==> src/rtl/arb_pkg.sv <==
// Shared types and default constants for grant_arbiter.
//   arb_state_t  : arbiter FSM state (IDLE = no owner, BUSY = owner held)
//   ARB_N        : default log2 of the requester count
//   ARB_HOLD_MAX : default hold-time limit before preemption (0 disables it)
package arb_pkg;

  typedef enum logic {
    IDLE = 1'b0,
    BUSY = 1'b1
  } arb_state_t;

  localparam int ARB_N        = 3;
  localparam int ARB_HOLD_MAX = 16;

endpackage

==> src/rtl/prio_enc_rot.sv <==
// Rotating priority encoder: finds the first set bit of cand at or after
// index start, wrapping modulo 2^n.
//   cand  : candidate vector, 2^n bits
//   start : index where the search begins
//   idx   : winning index (meaningful only when found = 1)
//   found : cand has at least one set bit
module prio_enc_rot
  import arb_pkg::*;
#(
  parameter int n = ARB_N
) (
  input  logic [(1<<n)-1:0] cand,
  input  logic [n-1:0]      start,
  output logic [n-1:0]      idx,
  output logic              found
);

  localparam int N = 1 << n;

  logic [N-1:0] rot;
  logic [n-1:0] k;

  always_comb begin
    // rot[i] is the candidate i positions after start; n-bit add wraps.
    rot = '0;
    for (int i = 0; i < N; i++) rot[i] = cand[n'(i) + start];
    // Descending scan so the lowest set position is the one that sticks.
    k = '0;
    for (int i = N - 1; i >= 0; i--) if (rot[i]) k = n'(i);
    found = |cand;
    idx   = k + start;
  end

endmodule

==> src/rtl/grant_arbiter.sv <==
// grant_arbiter: shares one downstream resource among 2^n requesters with a
// registered one-hot grant, direct handoff on release, and preemption of an
// owner that has held the grant HOLD_MAX+1 cycles while others wait.
//
// Build option: define GRANT_ARB_ROUND_ROBIN_EN for a round-robin winner
// search starting after the last winner; otherwise the highest requesting
// index wins (fixed priority).
//
// Ports:
//   clk         : clock, rising edge
//   rst_n       : synchronous active-low reset
//   req         : request vector, bit i held while requester i wants/owns
//   grant       : registered one-hot grant (zero when idle)
//   grant_id    : binary owner index, valid with grant_valid
//   grant_valid : resource owned this cycle
//   preempt     : one-cycle pulse on the first cycle of a timeout handoff
module grant_arbiter
  import arb_pkg::*;
#(
  parameter int n        = ARB_N,
  parameter int HOLD_MAX = ARB_HOLD_MAX
) (
  input  logic              clk,
  input  logic              rst_n,
  input  logic [(1<<n)-1:0] req,
  output logic [(1<<n)-1:0] grant,
  output logic [n-1:0]      grant_id,
  output logic              grant_valid,
  output logic              preempt
);

  localparam int N  = 1 << n;
  // Keep at least one counter bit so HOLD_MAX = 0 still elaborates.
  localparam int CW = (HOLD_MAX > 0) ? $clog2(HOLD_MAX + 1) : 1;

  arb_state_t    state_q, state_d;
  logic [N-1:0]  grant_q, grant_d;
  logic [n-1:0]  id_q, id_d;
  logic          valid_q, valid_d;
  logic          pre_q, pre_d;
  logic [CW-1:0] cnt_q, cnt_d;

  logic [N-1:0]  cand;
  logic [n-1:0]  win_idx, enc_idx;
  logic          found;
  logic          owner_req, waiting, hold_hit;
  logic          take, take_pre;

  // ---------------------------------------------------------------------
  // Winner search. The owner's bit is always masked: in IDLE grant_q is
  // zero, and in BUSY a new winner is only taken on handoff/preemption.
  // ---------------------------------------------------------------------
  assign cand = req & ~grant_q;

`ifdef GRANT_ARB_ROUND_ROBIN_EN
  logic [n-1:0] ptr_q, ptr_d, ptr_start;

  assign ptr_start = ptr_q + 1'b1;

  prio_enc_rot #(.n(n)) u_enc (
    .cand  (cand),
    .start (ptr_start),
    .idx   (enc_idx),
    .found (found)
  );
  assign win_idx = enc_idx;

  always_comb begin
    ptr_d = ptr_q;
    if (take) ptr_d = win_idx;
  end

  always_ff @(posedge clk) begin
    if (!rst_n) ptr_q <= '1;
    else        ptr_q <= ptr_d;
  end
`else
  // Fixed priority: bit-reverse so the lowest-first encoder picks the
  // highest set index.
  logic [N-1:0] cand_rev;

  for (genvar i = 0; i < N; i++) begin : g_rev
    assign cand_rev[i] = cand[N-1-i];
  end

  prio_enc_rot #(.n(n)) u_enc (
    .cand  (cand_rev),
    .start ('0),
    .idx   (enc_idx),
    .found (found)
  );
  assign win_idx = n'(N - 1) - enc_idx;
`endif

  assign owner_req = req[id_q];
  assign waiting   = |cand;
  assign hold_hit  = (HOLD_MAX != 0) && (cnt_q == CW'(HOLD_MAX));

  // ---------------------------------------------------------------------
  // State register (all arbiter state).
  // ---------------------------------------------------------------------
  always_ff @(posedge clk) begin
    if (!rst_n) begin
      state_q <= IDLE;
      grant_q <= '0;
      id_q    <= '0;
      valid_q <= 1'b0;
      pre_q   <= 1'b0;
      cnt_q   <= '0;
    end else begin
      state_q <= state_d;
      grant_q <= grant_d;
      id_q    <= id_d;
      valid_q <= valid_d;
      pre_q   <= pre_d;
      cnt_q   <= cnt_d;
    end
  end

  // ---------------------------------------------------------------------
  // Next state: decides whether a new winner is taken this edge.
  // ---------------------------------------------------------------------
  always_comb begin
    state_d  = state_q;
    take     = 1'b0;
    take_pre = 1'b0;
    unique case (state_q)
      IDLE: begin
        if (found) begin
          take    = 1'b1;
          state_d = BUSY;
        end
      end
      BUSY: begin
        if (!owner_req) begin
          if (found) take    = 1'b1;   // direct handoff, no idle cycle
          else       state_d = IDLE;
        end else if (hold_hit && waiting) begin
          take     = 1'b1;
          take_pre = 1'b1;
        end
      end
      default: state_d = IDLE;
    endcase
  end

  // ---------------------------------------------------------------------
  // Outputs / datapath next values.
  // ---------------------------------------------------------------------
  always_comb begin
    grant_d = grant_q;
    id_d    = id_q;
    valid_d = valid_q;
    pre_d   = 1'b0;
    cnt_d   = cnt_q;
    if (take) begin
      grant_d = N'(1) << win_idx;
      id_d    = win_idx;
      valid_d = 1'b1;
      pre_d   = take_pre;
      cnt_d   = '0;
    end else if (state_d == IDLE) begin
      grant_d = '0;
      id_d    = '0;
      valid_d = 1'b0;
      cnt_d   = '0;
    end else if (cnt_q != CW'(HOLD_MAX)) begin
      cnt_d = cnt_q + 1'b1;          // saturates at HOLD_MAX
    end
  end

  assign grant       = grant_q;
  assign grant_id    = id_q;
  assign grant_valid = valid_q;
  assign preempt     = pre_q;

endmodule

==> config.mk <==
export PLATFORM = sky130hd
export DESIGN_NAME = grant_arbiter
export DESIGN_NICKNAME = d
export VERILOG_FILES = /design/src/rtl/arb_pkg.sv /design/src/rtl/prio_enc_rot.sv /design/src/rtl/grant_arbiter.sv
export SDC_FILE = /design/constraint.sdc
export NUM_CORES = 1
export LEC_CHECK = 0
export CAP_MARGIN = 40
export CORE_UTILIZATION = 39
export CTS_BUF_LIST = sky130_fd_sc_hd__clkbuf_4 sky130_fd_sc_hd__clkbuf_8 sky130_fd_sc_hd__clkbuf_16
export DETAILED_ROUTE_END_ITERATION = 6
export PLACE_DENSITY = 0.71
export SLEW_MARGIN = 20
export SYNTH_ARGS = -nofsm -noshare
export SYNTH_HDL_FRONTEND = slang
export SYNTH_SLANG_ARGS = --single-unit
==> constraint.sdc <==
create_clock -name clk -period 2.12 [get_ports clk]
set_input_delay 0.53 -clock clk [delete_from_list [all_inputs] [get_ports clk]]
set_output_delay 0.53 -clock clk [all_outputs]
set_load 0.005 [all_outputs]
==> qor.yml, run 1 <==
numCtsBuffers: 3
dr_total_vias: 923
synth_warnings: 0
dr.pass1.iters: 4
dp_cells: 165
rows: 17
end_kind: "flip-flop"
layout.cells.most_common: "clkdlybuf4s50_1"
synth_ff_type: "dfxtp_1"
max_slew.worst_pin.slew_ns: 0.407
peakVddDrop_mv: 0.392
io_pins: 23
drt_iter0_drc: 21
clk_latency_ns: 0.30
async_flop_share_pct: 0
syn_area_sq_um: 971
fmax_ghz: 0.502
fin_cells: 169
worstSetupStartpointType: "input port"
io_buffers: 22
grt_pass1_vias: 938
numClockSinks: 19
cts_resized: 0
globalplace.congestion: 0.885
cts_root_buf: "clkbuf_4"
ys_ff_latch: 19
initial_utilization_pct: 42.7
setup_viol: 0
antenna_found_initial: 0
maxCapViolations: 0
path_class: "in2reg"
hold_violations: 0
tns_ns: 0
ant_nets: 0
core_sq_um: 2280
htree_num_levels: 1
cp.required_ns: 2.37
via_per_inst: 5.46
hold_class: "reg2reg"
path_clk_slew_ns: 0.11
synth_edf_count: 0
worstPathArrival_ns: 2.24
synth_nets: 115
drive_above_1_share_pct: 18.4
die_h_microns: 51.9
cts_max_path_buffers: 2
drc: 0
wire_per_inst_microns: 14.3
fin_nets: 154
wirelength_microns: 2420
synth_cell_types: 37
critPathMaxFanout: 4
grt_first_pass_wirelength_microns: 4080
seq_area_frac_synth_pct: 39.2
rsz0062_at_grt: "false"
fin_crit_ns: 1.99
grt_max_degree: 13
status: "complete, no violations"
relSlewSlack_pct: 72.2
drv_slew: 0
skew_ns: 0.00278
dpl.hpwl_microns: 1880
holdBufCountCts: 0
post_cts_buffers: 0
p_leak_uw: 0.000528
syn_to_final_growth_pct: 38.5
final_cell_mix: "22 x clkdlybuf4s50_1, 19 x dfxtp_1, 14 x buf_4, 10 x nand2b_1, 6 x nand2_1"
syn-mean-instance-area_sq_um: 9.43
grt_usage_pct: 20.6
diodes: 0
fin_crit_sh_pct: 93.9
syn_inst: 103
p_per_area_nw_per_um2: 630
cts_tree: "built"
overflow: 0
die_area_sq_um: 2690
die_w_microns: 51.9
[sequential cells by signal (all words and copies together), names as in the netlist]
| register | cells |
|---|---|
| grant_valid | 1 |
| grant | 8 |
| grant_id | 3 |
| preempt | 1 |
| state_q | 1 |
| cnt_q | 5 |
[logic make-up after synthesis]
family	count (synthesis)	share of synthesized area [%]
AO/OA/AOI/OAI	27	22.3
multiplexers	4	4.64
AND/OR/NAND/NOR	42	25.4
XOR/XNOR	3	2.71
flip-flops	19	39.2
buffers and inverters	6	3.22
adder cells (fa/ha/maj)	2	2.58
[where the power goes]
part           leakage [uW]  internal (uW)  switching, uW
sequential         0.000155            383           29.1
clock             0.0000184           86.1            114
combinational      0.000355            132            104
[through the flow]
stage / hold slack [ns] / setup WS, ns / power (uW) / utilization, % / cell area (sq um)
6_report: 0.477 / 0.130 / 848 / 59.1 / 1350
5_1_grt: 0.531 / 0.0267 / 891 / 59.1 / 1350
4_1_cts: 0.483 / 0.143 / 848 / 59.1 / 1350
3_5_place_dp: 0.466 / -0.157 / 653 / 57.8 / 1320
3_3_place_gp: 0.464 / -0.127 / 648 / 57.8 / 1320
2_1_floorplan: 0.452 / 0.303 / 537 / - / 971
[synth_stat cells (3+ instances only)]
library cell  count  area, sq um
nand3_1           4         20.0
a21oi_1           4         20.0
nand2b_1         10         62.6
o2bb2ai_1         3         26.3
nand2_1           6         22.5
or2_2             3         18.8
o21ai_0           3         15.0
nor3_1            4         20.0
nor2b_1           4         25.0
xnor2_1           3         26.3
a22o_1            4         35.0
inv_1             4         15.0
dfxtp_1          19          380
[per-layer routing]
metal / vias to the layer above / wire (microns) / GRT usage [%] / part of all wire, %
met1: 437 / 1200 / 26.8 / 50
met3: 6 / 107 / 3.51 / 4.4
met4: 0 / 50 / 9.01 / 2.1
met2: 24 / 1060 / 32.9 / 44
li1: 456 / - / - / -
met5: - / 0 / 0 / 0
[layout make-up]
| class | instances | area [sq um] |
|---|---|---|
| fill | 202 | 931 |
| tap | 28 | 35.0 |
| clock buffer | 4 | 30.0 |
| timing repair buffer | 36 | 325 |
| multi-input combinational | 78 | 559 |
| sequential | 19 | 380 |
| inverter | 4 | 15.0 |
[worst paths after layout]
path / endpoint / start / cells after the start / slack, ns
max: grant[0]$_SDFFE_PN0P_ / req[1] / 6 / 0.13
min reg2reg: grant_valid$_SDFFE_PN0P_ / grant_valid$_SDFFE_PN0P_ / 2 / 0.48
min: grant_valid$_SDFFE_PN0P_ / grant_valid$_SDFFE_PN0P_ / 2 / 0.48
max reg2reg: grant[0]$_SDFFE_PN0P_ / grant_id[1]$_SDFFE_PN0P_ / 5 / 0.22
[critical path: stages]
cell and delay (ns):
clkdlybuf4s50_1 0.44, mux2_2 0.30, o22ai_1 0.29, o31ai_2 0.14, nor4b_1 0.36, a22o_1 0.18
No activity file was read; power rests on OpenSTA's default activity.
==> run 2: changes to the inputs <==
Settings changed: CTS_CLUSTER_SIZE set to 14.
==> results of run 2 <==
No change in the layout: final DEF, timing and power equal those of run 1.
==> run 3: changes to the inputs <==
Settings changed: REMOVE_ABC_BUFFERS set to 1.
==> qor.yml, run 3 (synthesized netlist as in run 1, its figures left out) <==
wire_per_inst_microns: 14.2  # was 14.3 microns
reg2reg_depth: 5  # unchanged
dr_total_vias: 953  # was 923
dp_cells: 170  # was 165
overflow: 0  # unchanged
cts_resized: 0  # unchanged
path_class: "in2reg"  # unchanged
io_pins: 23  # unchanged
drv_slew: 0  # unchanged
relSlewSlack_pct: 62.8  # was 72.2%
rsz0062_at_grt: "false"  # unchanged
crit_start: "req[0]"  # was req[1]
numCtsBuffers: 3  # unchanged
reg2reg_to: "grant_id[0]$_SDFFE_PN0P_"  # was grant[0]$_SDFFE_PN0P_
layout.cells.most_common: "clkdlybuf4s50_1"  # unchanged
clk_latency_ns: 0.29  # was 0.30 ns
diodes: 0  # unchanged
p_leak_uw: 0.000553  # was 0.000528 uW
drive_above_1_share_pct: 21.9  # was 18.4%
maxCapViolations: 0  # unchanged
core_sq_um: 2280  # unchanged
cts_root_buf: "clkbuf_4"  # unchanged
critPathMaxFanout: 5  # was 4
drt_iter0_drc: 20  # was 21
path_clk_slew_ns: 0.11  # about the same
hold_class: "reg2reg"  # unchanged
worstPathArrival_ns: 2.21  # was 2.24 ns
globalplace.congestion: 0.893  # was 0.885
setup_viol: 0  # unchanged
die_h_microns: 51.9  # unchanged
via_per_inst: 5.48  # was 5.46
htree_num_levels: 1  # unchanged
antenna_found_initial: 0  # unchanged
crit_chain: "clkdlybuf4s50_1, mux2_1, o221ai_2, o31ai_2, buf_4, nor3_1, a21o_1"  # was clkdlybuf4s50_1, mux2_2, o22ai_1, o31ai_2, nor4b_1, a22o_1
peakVddDrop_mv: 0.457  # was 0.392 mV
die_w_microns: 51.9  # unchanged
slowest_delay_ns: 0.49  # was 0.44 ns
dr.pass1.iters: 4  # unchanged
skew_ns: 0.00137  # was 0.00278 ns
io_buffers: 22  # unchanged
status: "complete, no violations"  # unchanged
wirelength_microns: 2470  # was 2420 microns
numClockSinks: 19  # unchanged
path_buf_inv: 2  # was 1
drc: 0  # unchanged
hold_violations: 0  # unchanged
fillers: 197  # was 202
fin_cells: 174  # was 169
worstSetupStartpointType: "input port"  # unchanged
worst-path-stages: 7  # was 6
cp.required_ns: 2.32  # was 2.37 ns
final_cell_mix: "22 x clkdlybuf4s50_1, 19 x dfxtp_1, 19 x buf_4, 10 x nand2b_1, 6 x nand2_1"  # was 22 x clkdlybuf4s50_1, 19 x dfxtp_1, 14 x buf_4, 10 x nand2b_1, 6 x nand2_1
holdBufCountCts: 0  # unchanged
fin_nets: 159  # was 154
largest_reg_flops: 8  # unchanged
grt_first_pass_wirelength_microns: 4050  # was 4080 microns
initial_utilization_pct: 42.7  # unchanged
fin_crit_ns: 2.00  # was 1.99 ns
max_slew.worst_pin.slew_ns: 0.554  # was 0.407 ns
grt_pass1_vias: 886  # was 938
end_kind: "flip-flop"  # unchanged
crit_path_top_delay_cell: "clkdlybuf4s50_1"  # unchanged
crit_path_end: "grant[6]$_SDFFE_PN0P_"  # was grant[0]$_SDFFE_PN0P_
r2r_slack_ns: 0.30  # was 0.22 ns
fmax_ghz: 0.499  # was 0.502 GHz
grt_max_degree: 13  # unchanged
hold_ws_ns: 0.470  # was 0.477 ns
dpl.hpwl_microns: 1890  # was 1880 microns
rows: 17  # unchanged
post_cts_buffers: 0  # unchanged
fin_crit_sh_pct: 94.5  # was 93.9%
ant_nets: 0  # unchanged
p_per_area_nw_per_um2: 617  # was 630 nW/um^2
crit_family: "compound AO/OA/AOI/OAI gates"  # unchanged
grt_usage_pct: 20.5  # was 20.6%
cts_tree: "built"  # unchanged
die_area_sq_um: 2690  # unchanged
syn_to_final_growth_pct: 43.0  # was 38.5%
cts_max_path_buffers: 2  # unchanged
r2r_start: "grant_id[1]$_SDFFE_PN0P_"  # unchanged
## run 3: cell types whose count changed in the layout (fill, tap and decap cells not counted)
| cell | previous run | this run |
|---|---|---|
| nor4b_1 | 1 | 0 |
| nor4b_2 | 0 | 1 |
| buf_4 | 14 | 19 |
## run 3: area by class of cell
class / count / area, sq um / area share (%)
Timing Repair Buffer: 41 / 363 / 26.1
Sequential cell: 19 / 380 / 27.4
Clock buffer: 4 / 30.0 / 2.16
Tap cell: 28 / 35.0 / 2.52
Inverter: 4 / 15.0 / 1.08
Multi-Input combinational cell: 78 / 566 / 40.7
## run 3: how the worst min path moves through the flow
stage,startpoint,end,depth (start not counted)
floorplan,grant_valid$_SDFFE_PN0P_,grant_valid$_SDFFE_PN0P_,2
global placement,grant_valid$_SDFFE_PN0P_,grant_valid$_SDFFE_PN0P_,2
detailed placement,grant_valid$_SDFFE_PN0P_,grant_valid$_SDFFE_PN0P_,2
CTS,grant_valid$_SDFFE_PN0P_,grant_valid$_SDFFE_PN0P_,2
global route,grant_valid$_SDFFE_PN0P_,grant_valid$_SDFFE_PN0P_,2
finish,grant_valid$_SDFFE_PN0P_,grant_valid$_SDFFE_PN0P_,2
## run 3: metal layers
metal,track usage [%],up-vias,routed length (microns)
li1,-,469,-
met2,31.8,21,1120
met1,27.9,459,1230
met4,7.66,0,27
met5,0,-,0
met3,3.80,4,89
## run 3: where the power goes
group / internal, uW / switching, uW / total, uW / leakage [uW]
clock network: 86.0 / 110 / 196 / 0.0000184
logic: 141 / 107 / 249 / 0.000380
registers: 382 / 29.1 / 412 / 0.000155
## run 3: through the flow
step	power [uW]	setup WS, ns	setup TNS (ns)	area, sq um	util (%)
after floorplan	531	0.386	0	955	-
after global placement	658	-0.158	-1.60	1350	59.4
after detailed placement	662	-0.200	-1.96	1350	59.4
after CTS	856	0.100	0	1380	60.7
after global routing	901	0.0322	0	1390	61.0
final	857	0.117	0	1390	61.0
## run 3: worst min-delay path: stages, from the launching register on
cell	delay, ns
dfxtp_1	0.32
nand2_1	0.05
o21ai_0	0.06
